## src/rtl/pc_predict_unit.sv

```systemverilog
// ---------------------------------------------------------------------------
// pc_predict_unit
//   Fetch-stage PC generator with stall hold, execute-stage redirect and a
//   direct-mapped branch target buffer (BTB).
//
//   The fetch PC predicts its successor from the BTB. The EX stage resolves
//   the branch/JAL/JALR in flight, corrects the PC when the prediction was
//   wrong and raises Mispredict so IF/ID can be flushed.
//
// Ports
//   clk          in   rising-edge clock
//   rst          in   asynchronous, active-low reset
//   Stall        in   hold the fetch PC
//   BranchE      in   EX holds a valid branch/JAL/JALR
//   PCSrc        in   EX control transfer taken
//   JALROn       in   EX instruction is JALR
//   ImmOp        in   EX immediate
//   rs1          in   EX rs1 operand
//   PCE          in   PC of the EX instruction
//   PredTakenE   in   prediction carried down the pipe with that instruction
//   PredTargetE  in   predicted target carried down the pipe
//   PC           out  current fetch PC
//   PCPlus4      out  PC + 4
//   PredTaken    out  BTB hit for PC
//   PredTarget   out  BTB target for PC (0 on miss)
//   Mispredict   out  redirect / flush request (combinational)
//   MisalignErr  out  redirect target not 4-byte aligned
// ---------------------------------------------------------------------------
module pc_predict_unit #(
    parameter int              XLEN         = 32,
    parameter logic [XLEN-1:0] RESET_VECTOR = '0,
    parameter int              BTB_ENTRIES  = 16
) (
    input  logic            clk,
    input  logic            rst,
    input  logic            Stall,
    input  logic            BranchE,
    input  logic            PCSrc,
    input  logic            JALROn,
    input  logic [XLEN-1:0] ImmOp,
    input  logic [XLEN-1:0] rs1,
    input  logic [XLEN-1:0] PCE,
    input  logic            PredTakenE,
    input  logic [XLEN-1:0] PredTargetE,
    output logic [XLEN-1:0] PC,
    output logic [XLEN-1:0] PCPlus4,
    output logic            PredTaken,
    output logic [XLEN-1:0] PredTarget,
    output logic            Mispredict,
    output logic            MisalignErr
);

    localparam int              IDX  = $clog2(BTB_ENTRIES);
    localparam int              TAGW = XLEN - IDX - 2;
    localparam logic [XLEN-1:0] FOUR = XLEN'(4);

    logic [XLEN-1:0]        pc_q, pc_d;
    logic [BTB_ENTRIES-1:0] btb_valid_q;
    logic [TAGW-1:0]        btb_tag_q    [BTB_ENTRIES];
    logic [XLEN-1:0]        btb_target_q [BTB_ENTRIES];

    // Fetch-side lookup
    logic [IDX-1:0]  fetch_idx;
    logic [TAGW-1:0] fetch_tag;

    // Execute-side resolution
    logic [IDX-1:0]  ex_idx;
    logic [TAGW-1:0] ex_tag;
    logic [XLEN-1:0] jalr_sum;
    logic [XLEN-1:0] target_e;
    logic [XLEN-1:0] actual_e;
    logic            ex_hit;

    assign fetch_idx = pc_q[IDX+1:2];
    assign fetch_tag = pc_q[XLEN-1:IDX+2];
    assign ex_idx    = PCE[IDX+1:2];
    assign ex_tag    = PCE[XLEN-1:IDX+2];

    // Lookup reads the registered array only, so an update in the same
    // cycle becomes visible on the following cycle.
    assign PredTaken  = btb_valid_q[fetch_idx] && (btb_tag_q[fetch_idx] == fetch_tag);
    assign PredTarget = PredTaken ? btb_target_q[fetch_idx] : '0;
    assign PC         = pc_q;
    assign PCPlus4    = pc_q + FOUR;

    // JALR clears bit 0 of the computed address; bit 1 is left for the
    // misalignment check.
    assign jalr_sum = rs1 + ImmOp;
    assign target_e = JALROn ? {jalr_sum[XLEN-1:1], 1'b0} : (PCE + ImmOp);
    assign actual_e = PCSrc ? target_e : (PCE + FOUR);

    // A taken prediction is only correct if its target also matches.
    assign Mispredict  = BranchE && ((PCSrc != PredTakenE) ||
                                     (PCSrc && PredTakenE && (PredTargetE != target_e)));
    assign MisalignErr = Mispredict && PCSrc && target_e[1];

    assign ex_hit = btb_valid_q[ex_idx] && (btb_tag_q[ex_idx] == ex_tag);

    always_comb begin
        pc_d = pc_q + FOUR;
        if (Mispredict) begin
            pc_d = actual_e;
        end else if (Stall) begin
            pc_d = pc_q;
        end else if (PredTaken) begin
            pc_d = PredTarget;
        end
    end

    always_ff @(posedge clk or negedge rst) begin
        if (!rst) begin
            pc_q <= RESET_VECTOR;
        end else begin
            pc_q <= pc_d;
        end
    end

    // BTB training follows EX resolution and ignores Stall: a taken transfer
    // (re)allocates its entry, a not-taken one drops only its own entry.
    always_ff @(posedge clk or negedge rst) begin
        if (!rst) begin
            btb_valid_q <= '0;
            for (int i = 0; i < BTB_ENTRIES; i++) begin
                btb_tag_q[i]    <= '0;
                btb_target_q[i] <= '0;
            end
        end else if (BranchE) begin
            if (PCSrc) begin
                btb_valid_q[ex_idx]  <= 1'b1;
                btb_tag_q[ex_idx]    <= ex_tag;
                btb_target_q[ex_idx] <= target_e;
            end else if (ex_hit) begin
                btb_valid_q[ex_idx]  <= 1'b0;
            end
        end
    end

endmodule

```

## config.mk

```make
export PLATFORM = sky130hd
export DESIGN_NAME = pc_predict_unit
export DESIGN_NICKNAME = d
export VERILOG_FILES = /design/src/rtl/pc_predict_unit.sv
export SDC_FILE = /design/constraint.sdc
export NUM_CORES = 2
export LEC_CHECK = 0
export CORE_ASPECT_RATIO = 0.6
export CORE_MARGIN = 5
export CORE_UTILIZATION = 65
export DETAILED_ROUTE_END_ITERATION = 12
export PLACE_DENSITY_LB_ADDON = 0.25
export SLEW_MARGIN = 10
export SYNTH_ARGS = -nofsm -noshare
export SYNTH_HDL_FRONTEND = slang
export SYNTH_SLANG_ARGS = --single-unit
export TNS_END_PERCENT = 100
```

## constraint.sdc

```tcl
create_clock -name clk -period 7.3 [get_ports clk]
set_input_delay 0.73 -clock clk [delete_from_list [all_inputs] [get_ports clk]]
set_output_delay 0.73 -clock clk [all_outputs]
set_load 0.05 [all_outputs]
```

=== Word level (Yosys, flattened, before mapping) ===
Index checks and enable logic that the tools add are counted.

* Add/subtract/negate cells: 4
* Multiply operators: 0
* Div/mod/pow operators: 0
* Magnitude comparators: 6
* Eq/ne operators: 5
* Shift-type cells: 0
* Multiplexer cells: 29
* Bitwise gates (word level): 5
* Reductions and logical operators: 13

{| class="wikitable"
|+ Operators by type and width
! operator !! number
|-
| bitwise mux 512 bit || 1
|-
| bitwise mux 416 bit || 1
|-
| two-way mux 32 bit || 9
|-
| binary-select mux 26 bit (select 4 bit) || 2
|-
| two-way mux 26 bit || 5
|-
| binary-select mux 32 bit (select 4 bit) || 1
|-
| demux 32 bit (select 4 bit) || 1
|-
| demux 26 bit (select 4 bit) || 1
|-
| adder 32 x 3 -> 32 bit (second input constant) || 2
|-
| adder 32 bit || 2
|-
| == test 26 bit || 2
|-
| two-way mux 16 bit || 2
|-
| != test 32 bit || 1
|-
| AND 16 bit || 1
|-
| inverter 16 bit || 1
|-
| OR 16 bit || 1
|-
| >= comparator 5 bit (second input constant) || 2
|-
| less-than comparator 4 x 5 -> 1 bit (second input constant) || 2
|-
| inverter 4 -> 5 bit || 2
|-
| logical AND 1 bit || 9
|-
| binary-select mux 1 bit (select 4 bit) || 2
|-
| less-than comparator 5 x 1 -> 1 bit (second input constant) || 1
|-
| demux 1 bit (select 4 bit) || 1
|-
| >= comparator 4 x 1 -> 1 bit (second input constant) || 1
|-
| other kinds (6) || 9
|}

* Bits in registers: 976
* Bits in latches: 0
* Memory bits (writable): 0
* ROM bits: 0
* Bits of input ports: 135
* Output and inout bits: 99
* Logic and storage cells: 96
* Memories: 0

=== Depth between registers and ports, before layout ===
* Depth after elaboration: 10
* Depth in mapped cells: 18
* Mapped depth without buffers: 15

=== Least setup slack after synthesis ===
OpenSTA, ideal clock, no wires.

* Path type: input to output
* Start point: in ImmOp[0]
* End point: out MisalignErr
* Arrival: 4.717 ns
* Path slack: 1.853 ns
* Stages: 17
* Cell sequence: ha_1 > inv_1 > fa_1 > nand2b_1 > a211o_1 > a21oi_1 > o41a_1 > a21oi_1 > o21ai_0 > a21oi_1 > a311oi_1 > a31oi_1 > and4_1 > a31o_1 > buf_6 > buf_12 > nor3_1

* Cells in the longest elaborated chain, start to end: 8
* Elaborated cells on any way between the ends: 9
* Those cells by class: 2 x add/sub; 1 x eq/ne; 1 x mux; 5 x reduce/logical

{| class="wikitable"
|+ Ends and longest elaborated chain
! what !! RTL line !! RTL
|-
| from (decl) || 40 || <nowiki>input logic [XLEN-1:0] ImmOp,</nowiki>
|-
| adder 32 bit, on equally long branches || 89, 88 ||
|-
| two-way mux 32 bit (*) || 89 || <nowiki>assign target_e = JALROn ? {jalr_sum[XLEN-1:1], 1'b0} : (PCE + ImmOp);</nowiki>
|-
| != test 32 bit || 94 || <nowiki>(PCSrc && PredTakenE && (PredTargetE != target_e)));</nowiki>
|-
| logical AND 1 bit || 94 ||
|-
| logical OR 1 bit || 93 || <nowiki>assign Mispredict = BranchE && ((PCSrc != PredTakenE) ||</nowiki>
|-
| logical AND 1 bit || 93 ||
|-
| logical AND 1 bit || 95 || <nowiki>assign MisalignErr = Mispredict && PCSrc && target_e[1];</nowiki>
|-
| logical AND 1 bit (*) || 95 ||
|-
| to (decl) || 50 || <nowiki>output logic MisalignErr</nowiki>
|}

Mark *: on every way between the ends. The rest lies on a longest branch, timed or not.

=== Worst setup path in the final report ===
* Start point: reg pc_q[2] (netlist: PC[2])
* End point: out PCPlus4[30]

* Cells in the longest elaborated chain, start to end: 1

{| class="wikitable"
|+ Ends and longest elaborated chain
! what !! RTL line !! RTL
|-
| from (decl) || 57 || <nowiki>logic [XLEN-1:0] pc_q, pc_d;</nowiki>
|-
| from (signal assigned) || 114 || <nowiki>pc_q <= pc_d;</nowiki>
|-
| adder 32 x 3 -> 32 bit || 84 || <nowiki>assign PCPlus4 = pc_q + FOUR;</nowiki>
|-
| to (decl) || 46 || <nowiki>output logic [XLEN-1:0] PCPlus4,</nowiki>
|}

No other way between the ends.

==> out/qor.csv <==
metric,value,unit
cts_num_sinks,976,
end_kind,primary output,
die_area,87900,um^2
clock_latency,0.73,ns
synthArstFlopShare,1.00,
cap_violations,0,
cp-start-kind,register,
ios,234,
grt_pass1_vias,44859,
wl_per_cell,29.5,um
first_iter_violations,6781,
cp.arrival,5.93,ns
cp_max_fo,39,
ctsResizeCount,0,
dp_hpwl,122,mm
port_buffers,233,
die_w,379,um
critical_path.n_buffers_inverters,2,
fp.dieH,232,um
row_count,81,
gp_congestion,1.04,
htree_levels,3,
finalClockSkew,0.0549,ns
fin_util,0.732,
slew_headroom,0.159,
antenna_found_initial,11,
syn_area,53200,um^2
tightest_slew,1.26,ns
syn-num-nets,5561,
finalSetupTns,0,ns
setup_viol,0,
rsz0062_at_grt,false,
grt_pass1_wl,286,mm
overflow,0,
min_period,6.66,ns
p_leak,27.1,nW
crit_type,reg -> out,
core,81300,um^2
fmax,150,MHz
via_per_inst,6.94,
drive_gt1_frac,0.142,
clockBufferDepth,3,
ir_drop,0.244,mV
initial_core_util,0.655,
cp_slowest_stage_delay,0.94,ns
drtAntennaViolNets,0,
first_pass_iters,6,
status,finished clean,
cts_tree,yes,
synth-main-ff-cell,dfrtp_1,
ys_types,86,
grt_max_degree,181,
critPathSlowestCell,clkdlybuf4s50_1,
ys.warnings.count,0,
yosysSeqAreaShare,0.459,
drv_slew,0,
critPathTopFamily,simple AND/OR/NAND/NOR gates,
fill_cells,5644,
fin_nets,5555,
hold_ws,0.120,ns
rrSetupSlack,2.35,ns
num_vias,45208,
ys_seq_elements,976,
drc,0,
holdBufCountCts,0,
clk_pin_slew_worst_paths,0.07,ns
root_buffer,clkbuf_16,
crit_required,6.57,ns
power_density,321,nW/um^2
cp_cell_sequence,buf_12 > ha_1 > and3_1 > and3_1 > nand3_1 > nor2_1 > nand2_1 > or2_1 > nor2_1 > nand2_1 > xnor2_1 > clkdlybuf4s50_1,
fin_crit_sh,0.912,
syn2layout_area_growth,11.8,%
hold_viol,0,
postCtsSetupBuffers,0,
syn_inst,5357,
grt_usage,0.442,
drt_wl_total,192,mm
synth_area_per_cell,9.93,um^2
synth-edff-count,0,
min_path_type,in -> async,
cts_inserted_buffers,89,
[Yosys cell counts, types with 10 or more instances]
cell type,n,area share
nand2_1,1841,0.13
dfrtp_1,976,0.46
o21ai_0,627,0.059
mux4_2,420,0.18
clkbuf_1,373,0.026
nor2_1,131,0.0092
xnor2_1,128,0.021
a21oi_1,110,0.010
xor2_1,69,0.011
ha_1,67,0.016
mux2i_1,64,0.012
nand3_1,46,0.0043
nor2b_1,40,0.0047
buf_1,39,0.0028
buf_2,32,0.0030
nand4_1,32,0.0038
and3_1,28,0.0033
inv_1,25,0.0018
nor3_1,22,0.0021
o21ai_1,20,0.0019
nand2b_1,19,0.0022
and2_1,17,0.0020
a21o_1,16,0.0023
a31oi_1,15,0.0018
o22ai_1,14,0.0016
o21a_1,12,0.0017
nor4_1,11,0.0013
o31ai_1,11,0.0016
o211ai_1,10,0.0014
[layout make-up]
cell class | instances | area, um^2 | share of cell area
clock inverters | 35 | 543 | 0.00913
clock buffers | 128 | 2590 | 0.0436
inverters | 29 | 109 | 0.00183
well taps | 1079 | 1350 | 0.0227
repair buffers | 356 | 3370 | 0.0567
multi-input cells | 3899 | 27000 | 0.455
flip-flops and latches | 976 | 24400 | 0.411
diodes | 10 | 25.0 | 0.000421
[metrics by stage]
stage	total power [mW]	area, um^2	instances	worst slack, ns
CTS	18.9	59400	6502	0.894
global route	19.8	59500	6506	0.559
finish	19.1	59500	6512	0.640
floorplan	11.6	53200	5357	1.85
detailed placement	13.8	56300	6339	1.33
global placement	13.6	56300	6339	1.40
[cells in the final DEF, fill, tap and decap left out, types with 40 or more instances in the layout]
cell type and count:
dfrtp_1 972, clkbuf_16 90, buf_4 115, nand2_1 1825
nor2_1 115, clkdlybuf4s50_1 224, mux4_2 420, o21ai_0 627
mux2i_1 60, ha_1 67, nor2b_1 40, xnor2_1 128
nand3_1 46, a21oi_1 109, xor2_1 69
[registers in the layout, summed over array words and instances (netlist names), named ones only]
register,count
btb_tag_q,416
btb_target_q,512
PC,32
[worst paths after layout]
kind                                  startpoint                 to  cells after the start
worst max-delay path                       PC[2]        PCPlus4[30]                     12
worst min-delay path                         rst  btb_target_q[312]                      1
worst max register to register             PC[2]             PC[30]                     14
worst min register to register  btb_target_q[27]   btb_target_q[27]                      2
max in group asynchronous                    rst              PC[5]                      2
min in group clk                btb_target_q[27]   btb_target_q[27]                      2
[power breakdown]
group          internal [mW]  switching (mW)
clock                   2.88            2.22
combinational           2.81            3.54
sequential              6.61            1.04
total                   12.3            6.80
[cells by family (layout without fill, tap and decap cells)]
| logic type | Yosys count | in the layout | share of synthesized area |
|---|---|---|---|
| flops | 976 | 976 | 0.459 |
| buf+inv | 482 | 548 | 0.0362 |
| other cells | 0 | 10 | 0 |
| fa+ha+maj | 69 | 69 | 0.0165 |
| mux | 492 | 492 | 0.192 |
| xor+xnor | 197 | 197 | 0.0324 |
| simple gates | 2222 | 2222 | 0.168 |
| compound gates | 919 | 919 | 0.0962 |
[metal layers]
layer,part of all wire,global-route usage,vias to the layer above
met1,0.36,0.604,22109
met4,0.059,0.214,6
li1,-,-,18520
met2,0.40,0.588,3755
met5,0.00056,0,-
met3,0.18,0.225,818
No activity file was read; power rests on OpenSTA's default activity.
